==> config.mk <==
export PLATFORM = sky130hd
export DESIGN_NAME = watch_timekeeper
export DESIGN_NICKNAME = d
export VERILOG_FILES = /design/src/rtl/watch_pkg.sv /design/src/rtl/bcd_mod_counter.sv /design/src/rtl/watch_timekeeper.sv
export SDC_FILE = /design/constraint.sdc
export NUM_CORES = 1
export LEC_CHECK = 0
export CAP_MARGIN = 20
export CORE_MARGIN = 8
export CORE_UTILIZATION = 25
export DETAILED_ROUTE_END_ITERATION = 7
export PLACE_DENSITY = 0.47
export SYNTH_ARGS = -nofsm -noshare
export SYNTH_HDL_FRONTEND = slang
export SYNTH_SLANG_ARGS = --single-unit
==> constraint.sdc <==
create_clock -name clk_27Mhz -period 2.65 [get_ports clk_27Mhz]
set_input_delay 0.6625 -clock clk_27Mhz [delete_from_list [all_inputs] [get_ports clk_27Mhz]]
set_output_delay 0.6625 -clock clk_27Mhz [all_outputs]
set_load 0.03 [all_outputs]
==> src/rtl/watch_pkg.sv <==
// Shared constants for the wristwatch time-of-day core: mode encoding, BCD limits,
// reset times and a two-digit BCD increment helper.
package watch_pkg;

    typedef enum logic [1:0] {
        RUN     = 2'd0,
        SET_HR  = 2'd1,
        SET_MIN = 2'd2
    } mode_t;

    localparam logic [7:0] SEC_MAX      = 8'h59;
    localparam logic [7:0] MIN_MAX      = 8'h59;
    localparam logic [7:0] HR24_MAX     = 8'h23;
    localparam logic [7:0] HR12_MAX     = 8'h12;
    localparam logic [7:0] HR12_PRE_NOON = 8'h11;

    localparam logic [7:0] SEC_RESET    = 8'h00;
    localparam logic [7:0] MIN_RESET    = 8'h00;
    localparam logic [7:0] HR24_RESET   = 8'h00;
    localparam logic [7:0] HR12_RESET   = 8'h12;

    // Units digit rolls 9->0 and carries into tens; callers handle the field limit.
    function automatic logic [7:0] bcd_inc(input logic [7:0] v);
        if (v[3:0] == 4'h9)
            return {v[7:4] + 4'h1, 4'h0};
        else
            return {v[7:4], v[3:0] + 4'h1};
    endfunction

endpackage

==> src/rtl/bcd_mod_counter.sv <==
// Two-digit BCD modulo counter: clear-to-value, increment, and wrap at max_val.
// wrap flags an increment that rolls the count over, for chaining into the next field.
module bcd_mod_counter
    import watch_pkg::*;
(
    input  logic       clk_27Mhz,
    input  logic       reset,
    input  logic       clr,
    input  logic [7:0] clr_val,
    input  logic       inc,
    input  logic [7:0] max_val,
    output logic [7:0] count,
    output logic       wrap
);

    logic [7:0] count_reg;

    assign count = count_reg;
    assign wrap  = inc && (count_reg == max_val);

    // Clear wins over inc; wrap is still reported so a carry is not lost.
    always_ff @(posedge clk_27Mhz) begin
        if (reset)
            count_reg <= 8'h00;
        else if (clr)
            count_reg <= clr_val;
        else if (inc)
            count_reg <= wrap ? 8'h00 : bcd_inc(count_reg);
    end

endmodule

==> src/rtl/watch_timekeeper.sv <==
// Time-of-day core: synchronizes the 1 Hz input, runs a BCD hh:mm:ss clock and a
// RUN/SET_HR/SET_MIN button state machine. Define WATCH_12HR_EN for 12-hour + pm.
module watch_timekeeper
    import watch_pkg::*;
(
    input  logic       clk_27Mhz,
    input  logic       reset,
    input  logic       clk_1hz,
    input  logic       btn_mode,
    input  logic       btn_inc,
    output logic [7:0] hr_bcd,
    output logic [7:0] min_bcd,
    output logic [7:0] sec_bcd,
    output logic [1:0] mode,
    output logic       sec_pulse,
    output logic       pm
);

    logic  s1_reg, s2_reg, s3_reg;
    logic  mode_lvl_reg, mode_hist_reg;
    logic  inc_lvl_reg, inc_hist_reg;
    mode_t state_reg;
    logic  sec_pulse_reg;
    logic  [7:0] hr_reg;

    logic  tick, mode_edge, inc_edge;
    logic  in_run, in_set_hr, in_set_min;
    logic  sec_wrap, min_wrap, min_inc, hr_inc;

    // Stages reset high so a level already high at release is not counted.
    always_ff @(posedge clk_27Mhz) begin
        if (reset) begin
            s1_reg        <= 1'b1;
            s2_reg        <= 1'b1;
            s3_reg        <= 1'b1;
            mode_lvl_reg  <= 1'b1;
            mode_hist_reg <= 1'b1;
            inc_lvl_reg   <= 1'b1;
            inc_hist_reg  <= 1'b1;
        end else begin
            s1_reg        <= clk_1hz;
            s2_reg        <= s1_reg;
            s3_reg        <= s2_reg;
            mode_lvl_reg  <= btn_mode;
            mode_hist_reg <= mode_lvl_reg;
            inc_lvl_reg   <= btn_inc;
            inc_hist_reg  <= inc_lvl_reg;
        end
    end

    assign tick      = s2_reg & ~s3_reg;
    assign mode_edge = mode_lvl_reg & ~mode_hist_reg;
    assign inc_edge  = inc_lvl_reg & ~inc_hist_reg;

    assign in_run     = (state_reg == RUN);
    assign in_set_hr  = (state_reg == SET_HR);
    assign in_set_min = (state_reg == SET_MIN);

    always_ff @(posedge clk_27Mhz) begin
        if (reset) begin
            state_reg     <= RUN;
            sec_pulse_reg <= 1'b0;
        end else begin
            sec_pulse_reg <= tick & in_run;
            case (state_reg)
                RUN:     if (mode_edge) state_reg <= SET_HR;
                SET_HR:  if (mode_edge) state_reg <= SET_MIN;
                SET_MIN: if (mode_edge) state_reg <= RUN;
                default: state_reg <= RUN;
            endcase
        end
    end

    // Leaving RUN counts any coincident tick first, then clears seconds.
    bcd_mod_counter u_sec (
        .clk_27Mhz (clk_27Mhz),
        .reset     (reset),
        .clr       (in_run & mode_edge),
        .clr_val   (SEC_RESET),
        .inc       (in_run & tick),
        .max_val   (SEC_MAX),
        .count     (sec_bcd),
        .wrap      (sec_wrap)
    );

    assign min_inc = (in_run & sec_wrap) | (in_set_min & inc_edge);

    bcd_mod_counter u_min (
        .clk_27Mhz (clk_27Mhz),
        .reset     (reset),
        .clr       (1'b0),
        .clr_val   (MIN_RESET),
        .inc       (min_inc),
        .max_val   (MIN_MAX),
        .count     (min_bcd),
        .wrap      (min_wrap)
    );

    // Minute wraps in SET_MIN must not reach hours, hence the RUN gate.
    assign hr_inc = (in_run & min_wrap) | (in_set_hr & inc_edge);

`ifdef WATCH_12HR_EN
    logic pm_reg;

    always_ff @(posedge clk_27Mhz) begin
        if (reset) begin
            hr_reg <= HR12_RESET;
            pm_reg <= 1'b0;
        end else if (hr_inc) begin
            if (hr_reg == HR12_MAX) begin
                hr_reg <= 8'h01;
            end else begin
                hr_reg <= bcd_inc(hr_reg);
                if (hr_reg == HR12_PRE_NOON)
                    pm_reg <= ~pm_reg;
            end
        end
    end

    assign pm = pm_reg;
`else
    always_ff @(posedge clk_27Mhz) begin
        if (reset)
            hr_reg <= HR24_RESET;
        else if (hr_inc)
            hr_reg <= (hr_reg == HR24_MAX) ? 8'h00 : bcd_inc(hr_reg);
    end

    assign pm = 1'b0;
`endif

    assign hr_bcd    = hr_reg;
    assign mode      = state_reg;
    assign sec_pulse = sec_pulse_reg;

endmodule

; Word-level counts from Yosys, hierarchy flattened
; Cells that the tools add are included.
[op_classes]
n_eq_ne = 11
mux = 10
n_bitwise = 14
reduce_logical = 11
add_sub_neg = 6
[op_table]
columns = cell, count
row1 = 2-to-1 mux 8 bit, 6
row2 = "adder 4 x 1 -> 4 bit, second input constant", 6
row3 = "== test 8 x 7 -> 1 bit, second input constant", 2
row4 = "== test 4 bit, second input constant", 3
row5 = AND 1 bit, 9
row6 = "== test 8 x 6 -> 1 bit, second input constant", 1
row7 = 2-to-1 mux 2 bit, 3
row8 = "!= test 2 bit, second input constant", 3
row9 = case mux 2 bit (3 select lines), 1
row10 = AND reduction 2 bit, 3
row11 = nonzero test 2 bit, 3
row12 = inverter 1 bit, 3
row13 = AND reduction 3 bit, 1
row14 = "== test 2 x 1 -> 1 bit, second input constant", 1
row15 = "== test 2 bit, second input constant", 1
row16 = logical AND 1 bit, 2
row17 = zero test 2 bit, 1
row18 = OR 1 bit, 2
row19 = OR reduction 2 bit, 1
[totals]
input_bits = 5
register_bits = 34

; Depth between registers and ports, before layout
[logic_depth]
word_depth = 10
depth_mapped = 9
mapped_depth_nobuf = 7

; Modules after synthesis
; A second synthesis with hierarchy kept.
[hier_totals]
cells_unflattened = 247
hier_area_um2 = 2138.3
[by_module_without_submodules]
columns = module, cells_each, instances, seq_area_each_um2, area_per_inst_um2
row1 = bcd_mod_counter, 81, 2, 160.2, 649.4
row2 = watch_timekeeper, 85, 1, 360.3, 839.6

; Least setup slack after synthesis
; Ideal clock, no wire load.
[synth_timing]
path_type = register -> register
from = reg u_sec.count_reg[4], in the netlist u_sec.count[4]
to = reg hr_reg[3], in the netlist hr_bcd[3]
required_time_ns = 2.580
arrival_ns = 2.071
stages_incl_launch_ff = 9
slack_ns = 0.508
path_cell_list = dfxtp_1 > ha_1 > and3b_1 > a31o_1 > buf_6 > a31oi_4 > buf_6 > or4_1 > a21oi_1
[synth_between]
elab_chain_cells = 7
[synth_rtl]
columns = element, line
row1 = from (decl), bcd_mod_counter.sv:16  ; logic [7:0] count_reg;
row2 = from (signal assigned), bcd_mod_counter.sv:26  ; count_reg <= clr_val;
row3 = from (signal assigned), bcd_mod_counter.sv:28  ; count_reg <= wrap ? 8'h00 : bcd_inc(count_reg);
row4 = == test 8 x 7 -> 1 bit, bcd_mod_counter.sv:19  ; assign wrap = inc && (count_reg == max_val);
row5 = logical AND 1 bit, bcd_mod_counter.sv:19
row6 = AND 1 bit, watch_timekeeper.sv:86  ; assign min_inc = (in_run & sec_wrap) | (in_set_min & inc_edge);
row7 = OR 1 bit, watch_timekeeper.sv:86
row8 = logical AND 1 bit, bcd_mod_counter.sv:19
row9 = AND 1 bit, watch_timekeeper.sv:100  ; assign hr_inc = (in_run & min_wrap) | (in_set_hr & inc_edge);
row10 = OR 1 bit, watch_timekeeper.sv:100
row11 = to (signal assigned), watch_timekeeper.sv:126  ; hr_reg <= (hr_reg == HR24_MAX) ? 8'h00 : bcd_inc(hr_reg);
row12 = to (decl), watch_timekeeper.sv:24  ; logic [7:0] hr_reg;
; No other way between the ends.
; A chain may end at the register's enable or synchronous reset.

; Worst setup path in the final report
[layout_timing]
from = reg state_reg[1], in the netlist mode[1]
to = out mode[1]
[layout_lines]
columns = element, line
row1 = from (decl), watch_timekeeper.sv:22  ; mode_t state_reg;
row2 = from (signal assigned), watch_timekeeper.sv:61  ; state_reg <= RUN;
row3 = from (signal assigned), watch_timekeeper.sv:66  ; RUN: if (mode_edge) state_reg <= SET_HR;
row4 = from (signal assigned), watch_timekeeper.sv:67  ; SET_HR: if (mode_edge) state_reg <= SET_MIN;
row5 = to (decl), watch_timekeeper.sv:14  ; output logic [1:0] mode,
; No word-level cell between the ends.

==> results.ini <==
[synth]
ys_ff_latch = 34
yosys.area.top_type = dfxtp_1
synth_top_family_by_area = simple AND/OR/NAND/NOR gates
synth_common_cells = 34 x dfxtp_1, 21 x a21oi_1, 20 x nor2_1, 12 x ha_1, 12 x nand2_1
yosysSeqAreaShare_pct = 41.1
synth_top_area_share_pct = 41.1
ys_types = 36
synth-main-ff-cell = dfxtp_1
synth_area_leaders = dfxtp_1 41%, ha_1 9.1%, a21oi_1 6.3%
synthSimpleGateAreaFrac_pct = 28.3
synthXorXnorAreaFrac_pct = 2.12
synthAdderAreaFrac_pct = 9.07
syn_inst = 186
syn_area_mm2 = 0.00166
synth-edff-count = 0
synthArstFlopShare_pct = 0
synth_compound_area_share_pct = 14.9
yosysMostFrequentCell = dfxtp_1
synth_fp_nets = 203
synth_mux_area_share_pct = 0
yosysWarnings = 0
syn_area_per_cell_um2 = 8.90

[global_route]
antenna_found_initial = 0
grt_pass1_wl_mm = 6.24
grtUsageTotal_pct = 7.82
grt_pass1_vias = 1317
grt_max_degree = 17
grt_overflow = 0

[hold_path]
min_path_type = reg2reg

[clock_network]
cts_hold_buffers = 0
ctsHtreeMaxLevel = 2
clkLatencyLatePin_ns = 0.29
postCtsSetupRepairBufs = 0
post_cts_resized = 0
cts-buffers-inserted = 5
cts_sinks = 34
cts_max_path_buffers = 2
cts_tree = built
cts_root_buffer = clkbuf_8
clkSlewWorstSetupHoldPaths_ns = 0.08

[finish]
nNetsFinal = 236
n_antenna_cell = 0
synthToLayoutAreaGrowth_pct = 28.4
drive_gt1_share_pct = 9.55

[setup_path]
setup.worst_path.class = reg2out
crit_path_end_kind = output port
critPathMaxFanout = 15
cp_data_required_time_ns = 1.99
cp_data_arrival_time_ns = 1.64
startpoint_type = register

[floorplan]
num_rows = 29
die-area_mm2 = 0.00948
start_util_pct = 25.9
fp.dieW_um = 97.4
dieHeight_um = 97.4
io_pins = 33
core_mm2 = 0.00639

[drt]
route.detailed.drc = 0
wl_per_cell_um = 12.3
via_per_inst = 4.69
routed_wl_mm = 3.66
drt-initial-drc-count = 57
drt_pass1_iterations = 4
vias = 1394
drtAntennaViolNets = 0

[timing]
report.final.slew_viol_count = 0
fmax_mhz = 434
period_share_pct = 86.9
setup-tns-final_ns = 0
period_minus_slack_ns = 2.30
report.final.hold_viol_count = 0
skew_ns = 0.00595
rsz0062_at_grt = no
setup_viol = 0

[power_and_ir_drop]
power.total_mw = 0.956
p_leak_nw = 0.751
ir_drop_mv = 0.194
powerDensity_mw_per_mm2 = 450

[place]
portBuffers = 31
routabilityCongestion = 0.818
hpwl_mm = 2.69

[flow_run]
drv_cap = 0

[run_status]
status = finished, final reports clean

[worst paths after layout]
kind | startpoint | end | slack, ns | cells past startpoint
worst max-delay path | mode[1] | mode[1] | 0.35 | 2
worst min-delay path | s1_reg | s2_reg | 0.41 | 1
worst max register to register | u_sec.count[4] | hr_bcd[7] | 0.43 | 6
worst min register to register | s1_reg | s2_reg | 0.41 | 1
[report_power, final]
part / total [mW] / internal, mW / switching, mW / leakage, nW
clock: 0.392 / 0.185 / 0.207 / 0.0441
combinational: 0.0413 / 0.0187 / 0.0227 / 0.431
sequential: 0.523 / 0.517 / 0.00566 / 0.276
total: 0.956 / 0.720 / 0.235 / 0.751
[metal layers]
metal	up-vias	track usage [%]	wire, µm
met5	-	0	0
met4	0	3.85	57
met3	4	3.20	197
met2	29	11.7	1620
met1	637	9.41	1780
li1	724	-	-
[layout by cell type, fill, tap and decap left out, drive strengths merged, types with 4 or more instances in the layout]
cell | synthesis | routed
or4 | 8 | 8
inv | 6 | 6
a21oi | 21 | 21
or2 | 8 | 8
dfxtp | 34 | 34
nor3 | 6 | 6
nor2 | 20 | 20
clkdlybuf4s50 | 0 | 31
o21ai | 10 | 10
clkbuf | 5 | 5
nand3 | 4 | 4
nand2 | 12 | 12
ha | 12 | 12
nand3b | 6 | 6
[per-stage QoR]
stage          hold WS (ns)  utilization, %  instance area [µm²]  std cells  worst slack [ns]
2_1_floorplan         0.389               -                 1660        186             0.508
3_3_place_gp          0.392            31.9                 2040        289             0.476
3_5_place_dp          0.393            31.9                 2040        289             0.431
4_1_cts               0.413            33.3                 2130        297             0.318
5_1_grt               0.425            33.3                 2130        297             0.214
6_report              0.411            33.3                 2130        297             0.347
[critical path: stages, from the launching register on]
cell and delay (ns):
dfxtp_1 0.43, buf_4 0.23, clkdlybuf4s50_1 0.69
[cells by family after synthesis]
family / Yosys count
AOI/OAI and AO/OA: 41
adders and majority gates: 12
xor gates and xnor gates: 4
buffers and inverters: 14
and+or+nand+nor: 80
DFF: 34
other: 1
[final cells by class]
cell class | count | area, µm²
Inverter | 6 | 22.5
Multi-Input combinational cell | 138 | 903
Tap cell | 77 | 96.3
Sequential cell | 34 | 681
Clock buffer | 5 | 68.8
Clock inverter | 3 | 21.3
Timing Repair Buffer | 34 | 333
Fill cell | 676 | 4260
No activity file was read; power rests on OpenSTA's default activity.
